File: src/rtl/pipe_issue.sv
// Issue stage for pipe_ex2: buffers packed instruction words in a FIFO, decodes them,
// and inserts bubbles on read-after-write hazards because the pipe does not forward.
module pipe_issue #(
    parameter int unsigned DEPTH       = 4,
    parameter int unsigned HAZ_DEPTH   = 2,
    parameter int unsigned BUBBLE_REG  = 0,
    parameter int unsigned BUBBLE_ADDR = 255
) (
    input  logic        clk1,
    input  logic        rst_n,
    input  logic        in_valid,
    output logic        in_ready,
    input  logic [23:0] in_instr,
    input  logic        hold,
    input  logic        flush,
    output logic [3:0]  rs1,
    output logic [3:0]  rs2,
    output logic [3:0]  rd,
    output logic [3:0]  func,
    output logic [7:0]  addr,
    output logic        issue_valid,
    output logic [15:0] stall_cnt
);
    localparam int unsigned PW = (DEPTH > 1) ? $clog2(DEPTH) : 1;
    localparam int unsigned CW = $clog2(DEPTH + 1);
    localparam int unsigned RW = 4;
    localparam int unsigned AW = 8;
    localparam int unsigned IW = 24;
    localparam int unsigned SW = 16;

    localparam logic [RW-1:0] BUB_FUNC = RW'(3);
    localparam logic [RW-1:0] BUB_REG  = RW'(BUBBLE_REG);
    localparam logic [AW-1:0] BUB_ADDR = AW'(BUBBLE_ADDR);

    logic [IW-1:0]        mem [DEPTH];
    logic [PW-1:0]        wr_ptr, wr_ptr_nxt;
    logic [PW-1:0]        rd_ptr, rd_ptr_nxt;
    logic [CW-1:0]        count, count_nxt;
    logic [HAZ_DEPTH-1:0] hist_v, hist_v_nxt;
    logic [RW-1:0]        hist_rd [HAZ_DEPTH];
    logic [RW-1:0]        hist_rd_nxt [HAZ_DEPTH];

    logic          push, pop, stall, hazard;
    logic [IW-1:0] head;
    logic [RW-1:0] rs1_nxt, rs2_nxt, rd_nxt, func_nxt;
    logic [AW-1:0] addr_nxt;
    logic          issue_valid_nxt;
    logic [SW-1:0] stall_cnt_nxt;

    assign in_ready = (count != CW'(DEPTH));
    assign head     = mem[rd_ptr];

    // Head word conflicts with the destination of any recently issued instruction.
    always_comb begin
        hazard = 1'b0;
        for (int i = 0; i < int'(HAZ_DEPTH); i++) begin
            if (hist_v[i] && ((hist_rd[i] == head[15:12]) || (hist_rd[i] == head[11:8]))) begin
                hazard = 1'b1;
            end
        end
    end

    always_comb begin
        push            = 1'b0;
        pop             = 1'b0;
        stall           = 1'b0;
        wr_ptr_nxt      = wr_ptr;
        rd_ptr_nxt      = rd_ptr;
        count_nxt       = count;
        hist_v_nxt      = hist_v;
        hist_rd_nxt     = hist_rd;
        stall_cnt_nxt   = stall_cnt;
        func_nxt        = BUB_FUNC;
        rd_nxt          = BUB_REG;
        rs1_nxt         = BUB_REG;
        rs2_nxt         = RW'(0);
        addr_nxt        = BUB_ADDR;
        issue_valid_nxt = 1'b0;

        if (flush) begin
            wr_ptr_nxt = '0;
            rd_ptr_nxt = '0;
            count_nxt  = '0;
            hist_v_nxt = '0;
        end else begin
            push  = in_valid && in_ready;
            pop   = !hold && (count != '0) && !hazard;
            stall = !hold && (count != '0) && hazard;

            if (pop) begin
                {func_nxt, rd_nxt, rs1_nxt, rs2_nxt, addr_nxt} = head;
                issue_valid_nxt = 1'b1;
                rd_ptr_nxt      = rd_ptr + PW'(1);
            end
            if (push) begin
                wr_ptr_nxt = wr_ptr + PW'(1);
            end
            if (stall && (stall_cnt != '1)) begin
                stall_cnt_nxt = stall_cnt + SW'(1);
            end
            count_nxt = count + CW'(push) - CW'(pop);

            // Age the issue history; bubbles enter as invalid slots.
            for (int i = int'(HAZ_DEPTH) - 1; i > 0; i--) begin
                hist_v_nxt[i]  = hist_v[i-1];
                hist_rd_nxt[i] = hist_rd[i-1];
            end
            hist_v_nxt[0]  = pop;
            hist_rd_nxt[0] = head[19:16];
        end
    end

    always_ff @(posedge clk1) begin
        if (push) begin
            mem[wr_ptr] <= in_instr;
        end
    end

    always_ff @(posedge clk1 or negedge rst_n) begin
        if (!rst_n) begin
            wr_ptr      <= '0;
            rd_ptr      <= '0;
            count       <= '0;
            hist_v      <= '0;
            for (int i = 0; i < int'(HAZ_DEPTH); i++) begin
                hist_rd[i] <= '0;
            end
            stall_cnt   <= '0;
            func        <= BUB_FUNC;
            rd          <= BUB_REG;
            rs1         <= BUB_REG;
            rs2         <= RW'(0);
            addr        <= BUB_ADDR;
            issue_valid <= 1'b0;
        end else begin
            wr_ptr      <= wr_ptr_nxt;
            rd_ptr      <= rd_ptr_nxt;
            count       <= count_nxt;
            hist_v      <= hist_v_nxt;
            hist_rd     <= hist_rd_nxt;
            stall_cnt   <= stall_cnt_nxt;
            func        <= func_nxt;
            rd          <= rd_nxt;
            rs1         <= rs1_nxt;
            rs2         <= rs2_nxt;
            addr        <= addr_nxt;
            issue_valid <= issue_valid_nxt;
        end
    end

endmodule
File: config.mk
export PLATFORM = sky130hd
export DESIGN_NAME = pipe_issue
export DESIGN_NICKNAME = d
export VERILOG_FILES = /design/src/rtl/pipe_issue.sv
export SDC_FILE = /design/constraint.sdc
export NUM_CORES = 1
export LEC_CHECK = 0
export CAP_MARGIN = 20
export CORE_MARGIN = 2
export CORE_UTILIZATION = 56
export DETAILED_ROUTE_END_ITERATION = 8
export HOLD_SLACK_MARGIN = 0.02
export MAX_ROUTING_LAYER = met4
export PLACE_DENSITY = 0.8
export SLEW_MARGIN = 40
export SYNTH_ARGS = -nofsm -noshare
export SYNTH_HDL_FRONTEND = slang
export SYNTH_SLANG_ARGS = --single-unit
File: constraint.sdc
create_clock -name clk1 -period 4.3 [get_ports clk1]
set_input_delay 0.43 -clock clk1 [delete_from_list [all_inputs] [get_ports clk1]]
set_output_delay 0.43 -clock clk1 [all_outputs]
set_load 0.03 [all_outputs]
=== Yosys cells after proc, flatten, opt, wreduce, memory -nomap -nowiden ===
Memory sizes are Yosys's and may differ from the RTL's.
Index checks and enable logic that the tools add are counted.

* Bits of input ports: 29
* Bits in writable memories: 96
* Output and inout bits: 42
* Register bits: 58
* Memories kept: 1

* Add/sub/neg operators: 5
* Bitwise logic cells: 1
* Eq/ne operators: 6
* Mux-type cells: 23
* Reductions and logical operators: 15

{| class="wikitable"
|+ Memory list
! memory !! depth !! bits a word !! read ports !! clocked after Yosys merged registers in !! wr ports !! line !! source
|-
| mem || 4 || 24 || 1 || 0 || 1 || 35 || <nowiki>logic [IW-1:0] mem [DEPTH];</nowiki>
|}

{| class="wikitable"
|+ Operators by type and width
! cell !! number
|-
| two-way mux 4 bit || 8
|-
| adder 16 x 1 -> 16 bit (second input constant) || 1
|-
| == test 4 bit || 4
|-
| two-way mux 8 bit || 2
|-
| inequality test 16 bit (second input constant) || 1
|-
| two-way mux 2 bit || 5
|-
| logical AND 1 bit || 7
|-
| two-way mux 1 bit || 7
|-
| adder 2 x 1 -> 2 bit (second input constant) || 2
|-
| nonzero test 2 bit || 2
|-
| adder 3 x 1 -> 3 bit || 1
|-
| two-way mux 3 bit || 1
|-
| inequality test 3 bit (second input constant) || 1
|-
| nonzero test 3 bit || 1
|-
| subtractor 3 x 1 -> 3 bit || 1
|-
| zero test 1 bit || 2
|-
| logical OR 1 bit || 2
|-
| AND reduction 2 bit || 1
|-
| inverter 1 bit || 1
|}

=== Logic depth before layout (Yosys ltp) ===
An unclocked memory read counts as a cell.

* Word-level depth: 10
* Depth in mapped cells: 14
* Depth with buffers taken out: 12

=== Least setup slack after synthesis ===
No wires, ideal clock.

* Path kind: register to register
* Start point: reg rd_ptr[0]
* End point: reg count[2]
* Stages on the path, launching flop included: 14
* Arrival: 2.893 ns
* Path slack: 1.274 ns
* Period minus slack after synthesis: 3.026 ns
* Path buffers: 1
* Required time: 4.168 ns
* Library setup time: 0.132 ns
* Cell sequence: dfrtp_1 > buf_6 > mux4_2 > xnor2_2 > nand4_2 > a21oi_1 > nor4_1 > ha_1 > inv_1 > ha_1 > inv_1 > fa_1 > xnor2_1 > nor2_1

* Longest elaborated chain between the ends: 10
* Elaborated cells between the ends (all ways): 15
* Classes of those cells: 1 x add/sub; 4 x eq/ne; 3 x mux; 6 x reduce/logical; 1 x memory

{| class="wikitable"
|+ Ends and longest elaborated chain
! what !! line !! source
|-
| from (decl) || 37 || <nowiki>logic [PW-1:0] rd_ptr, rd_ptr_nxt;</nowiki>
|-
| from (signal assigned) || 137 || <nowiki>rd_ptr <= rd_ptr_nxt;</nowiki>
|-
| memory (4 x 24 bit) * || -- ||
|-
| == test 4 bit || 57 || <nowiki>if (hist_v[i] && ((hist_rd[i] == head[15:12]) || (hist_rd[i] == head[11:8]))) begin</nowiki>
|-
| logical OR 1 bit || 57 ||
|-
| logical AND 1 bit || 57 ||
|-
| two-way mux 1 bit || 57 ||
|-
| two-way mux 1 bit * || 57 ||
|-
| zero test 1 bit * || 87 || <nowiki>pop = !hold && (count != '0) && !hazard;</nowiki>
|-
| logical AND 1 bit * || 87 ||
|-
| subtractor 3 x 1 -> 3 bit * || 101 || <nowiki>count_nxt = count + CW'(push) - CW'(pop);</nowiki>
|-
| two-way mux 3 bit * || 80 || <nowiki>if (flush) begin</nowiki>
|-
| via count_nxt[2] || 38 || <nowiki>logic [CW-1:0] count, count_nxt;</nowiki>
|-
| to (signal assigned) || 138 || <nowiki>count <= count_nxt;</nowiki>
|-
| to (decl) || 38 ||
|}

The timed path passes the listed nets; every way through them passes the cells marked *.
A chain may end at the register's enable or synchronous reset.

=== Worst setup path after layout ===
Same ends and word-level chain as after synthesis.

==> metrics.log <==
INFO  metric outcome = complete, no violations
INFO  metric synthAdderAreaFrac = between 1.5 and 2%
INFO  metric r2r_cells = 12
INFO  metric worst_ep_arrival_time = 4.08 ns
INFO  metric cp_slowest_stage_delay = 0.77 ns
INFO  metric vdd.ir_drop.worst = 0.454 mV
INFO  metric die_h = 109 um
INFO  metric critical_path_class = reg -> reg
INFO  metric timing.clock.skew = 0.00732 ns
INFO  metric power.density = about 570 nW/um2
INFO  metric synth_cell_type_count = 40
INFO  metric globalRouteOverflowTotal = 0
INFO  metric via_count = 3209
INFO  metric io_pins = 71
INFO  metric clk_pin_slew = approximately 0.060 ns
INFO  metric seq_area_frac_synth = 70.6%
INFO  metric r2r_slack = 0.61 ns
INFO  metric ys_ff_latch = 153
INFO  metric worstMarginPinSlew = 0.752 ns
INFO  metric port_buffers = 70
INFO  metric row_count = 38
INFO  metric worstPathRequired = 4.70 ns
INFO  metric timing.max_cap.violations = 0
INFO  metric tritoncts = done
INFO  metric multi_input_area = 1720 um2
INFO  metric vias_in_the_first_global_route = 3445
INFO  metric simple_gate_fraction_of_synth_area = ~6.5%
INFO  metric fmax = 271 MHz
INFO  metric yosys_warnings = 0
INFO  metric num-nets-final = 460
INFO  metric leakagePower = 2.74 nW
INFO  metric detailed_router_s_first_iteration_violation_count = 235
INFO  metric worstSkewPairLatency = 0.51 ns
INFO  metric worstReg2RegEnd = count[2]$_DFF_PN0_
INFO  metric regToRegStartpoint = rd_ptr[0]$_DFFE_PN0P_
INFO  metric floorplan.initialDensity = 57.0%
INFO  metric antenna_left = 0
INFO  metric dr.pass1.iters = 4
INFO  metric synth_top_family_by_area = multiplexers
INFO  metric drive_gt1_share = 22.0%
INFO  metric final-instance-count-excl-fill = 576
INFO  metric syn_nets = 372
INFO  metric critical_path.endpoint_type = flop
INFO  metric rsz0062_at_grt = no
INFO  metric compound_gate_fraction_of_synth_area = 3.60%
INFO  metric setup_viol = 0
INFO  metric floorplan.die_area = between 10000 and 15000 um2
INFO  metric tritoncts.num_buffers = 17
INFO  metric global_route.usage.total = 22.1%
INFO  metric die_x = between 100 and 150 um
INFO  metric cell_by_cell_trace_of_the_critical_path = mux4_2 > xnor2_1 > nand4_1 > a21oi_1 > nor4_1 > ha_1 > inv_1 > ha_1 > inv_1 > fa_1 > xnor2_1 > nor2_1
INFO  metric antenna_found_initial = 0
INFO  metric synthesis.instances = approximately 340
INFO  metric post_synth.cell_area_avg = 18.3 um2
INFO  metric areaGrowthSynthToFinish = 24.7%
INFO  metric timing.final.max_slew_violations = 0
INFO  metric synthesis.area = 6120 um2
INFO  metric setup_tns = 0 ns
INFO  metric routedWlPerCell = 19.2 um
INFO  metric routabilityCongestion = approximately 0.85
INFO  metric hp-class = in -> async
INFO  metric layout_worst_path_cycle_share = between 80% and 90%
INFO  metric hpwl = 7250 um
INFO  metric post_synth_mux_area_share = 10.7%
INFO  metric slew-limit-headroom = 49.6%
INFO  metric path_max_fanout = 20
INFO  metric layout.area.seq = 4320 um2
INFO  metric antenna-diode-count = 0
INFO  metric drcViolationCount = 0
INFO  metric max_buffers_root_to_sink = 2
INFO  metric detail_route.wirelength = between 10000 and 15000 um
INFO  metric htree_num_levels = 4
INFO  metric vias_per_inst = 5.57
INFO  metric hold_viol_final = 0
INFO  metric cts.repair_timing.setup_buffer_count = 0
INFO  metric synth_xor_xnor_area_share = 5.60%
INFO  metric core_region_area = roughly 11000 um2
INFO  metric crit_path_top_delay_cell = dfrtp_2
INFO  metric placed_cells_incl_taps = 543
INFO  metric cts.sink_count = 153
INFO  metric critical_path.startpoint_type = flop
INFO  metric maximum_number_of_pins_on_one_net_before_global_route_repair = 51
INFO  metric final.fill_count = around 710
INFO  metric period_minus_slack = 3.69 ns
INFO  metric grt_pass1_wl = 18200 um
INFO  metric root_buffer = clkbuf_8
[kinds of logic (layout without fill, tap and decap cells)]
logic type                 after synthesis  in the layout
DFF                                    153            153
AOI/OAI and AO/OA                       23             23
buffers and inverters                   17            118
muxes                                   34             34
xor gates and xnor gates                34             34
and+or+nand+nor                         66             66
adders and majority gates                8              8
[where the power goes]
group	total (mW)	internal (mW)	leakage, nW	switching, mW
Clock	1.55	0.994	0.294	0.555
Combinational	0.912	0.470	0.846	0.443
Sequential	1.89	1.73	1.60	0.160
[critical path, delay by kind of cell, from the launching register on]
kind | cells | cell delay [ns]
adders and majority gates | 3 | 0.81
DFF | 1 | 0.77
muxes | 1 | 0.66
and+or+nand+nor | 3 | 0.47
AOI/OAI and AO/OA | 1 | 0.40
xor gates and xnor gates | 2 | 0.35
buffers and inverters | 2 | 0.11
[worst max path at each step]
stage | startpoint | to | slack, ns | cells after the start
after global placement | rd_ptr[0]$_DFFE_PN0P_ | count[2]$_DFF_PN0_ | 0.71 | 12
final | rd_ptr[0]$_DFFE_PN0P_ | count[2]$_DFF_PN0_ | 0.61 | 12
after global routing | rd_ptr[0]$_DFFE_PN0P_ | count[2]$_DFF_PN0_ | 0.31 | 12
after CTS | rd_ptr[0]$_DFFE_PN0P_ | count[2]$_DFF_PN0_ | 0.58 | 12
after detailed placement | rd_ptr[0]$_DFFE_PN0P_ | count[2]$_DFF_PN0_ | 0.61 | 12
after floorplan | rd_ptr[0]$_DFFE_PN0P_ | count[2]$_DFF_PN0_ | 1.27 | 13
[layout make-up]
| cell class | count | area share (%) |
|---|---|---|
| clock inverters | 14 | 2.65 |
| well taps | 140 | 2.29 |
| inverters | 6 | 0.295 |
| flip-flops and latches | 153 | 56.6 |
| clock buffers | 18 | 5.47 |
| multi-input cells | 165 | 22.6 |
| repair buffers | 80 | 10.1 |
[routing by layer]
metal | track usage [%] | wire, um
met2 | 36.0 | 5720
met3 | 5.18 | 542
met4 | 7.05 | 100
met5 | - | 0
met1 | 27.7 | 4710
[flip-flops by register name, summed over array words and instances (netlist names), 3 cells and up]
register	cells
count	3
hist_rd	8
rd	4
rs1	4
rs2	4
mem	96
addr	8
func	4
stall_cnt	16
[what timing repair did]
| action | in CTS | in global routing |
|---|---|---|
| hold buffers | 1 | 0 |
| gates resized for setup | 0 | 0 |
| endpoints found under the hold margin | 7 | 0 |
[cells in the mapped netlist (all sizes together)]
master	instances	area, um2
and3	5	31.3
a211oi	2	40.0
nor2b	2	12.5
nor3	2	15.0
fa	1	20.0
xor2	1	8.76
ha	7	87.6
o2111ai	2	17.5
and2	20	125
a21o	1	7.51
o21ai	4	20.0
mux2	10	113
buf	7	40.0
o31ai	1	7.51
o211ai	7	52.6
inv	6	22.5
clkbuf	4	15.0
nand3	3	15.0
nand4	5	50.1
a2111oi	2	55.1
nor4	1	6.26
mux4	24	541
or4	1	7.51
nand2b	10	62.6
xnor2	33	334
edfxtp	96	2880
dfrtp	47	1180
dfstp	10	263
and4	1	8.76
a21oi	4	20.0
nand2	4	15.0
or3	1	6.26
nor2	11	43.8
[cells in the final DEF, fill, tap and decap left out, types with 6 or more instances in the layout]
cell type        synthesis  final
nand2b_1                10     10
and2_1                  20     20
o211ai_1                 7      7
inv_1                    6      6
buf_4                    0      9
xnor2_2                  6      6
dfrtp_1                 47     46
clkdlybuf4s50_1          0     69
mux2_2                   8      8
dfstp_2                 10     10
edfxtp_1                96     96
xnor2_1                 27     27
nor2_1                  10     10
clkbuf_16                0     16
mux4_2                  24     24
ha_1                     7      7
[per-stage QoR]
stage	power (mW)	setup slack, ns	hold WS [ns]	util, %	cell area (um2)
2_1_floorplan	2.55	1.27	0.134	-	6120
3_3_place_gp	2.81	0.708	0.285	65.2	7010
3_5_place_dp	2.84	0.610	0.286	65.2	7010
4_1_cts	4.39	0.580	0.288	71.1	7640
5_1_grt	4.54	0.308	0.314	71.1	7640
6_report	4.35	0.613	0.292	71.1	7640
No activity file was read; power rests on OpenSTA's default activity.
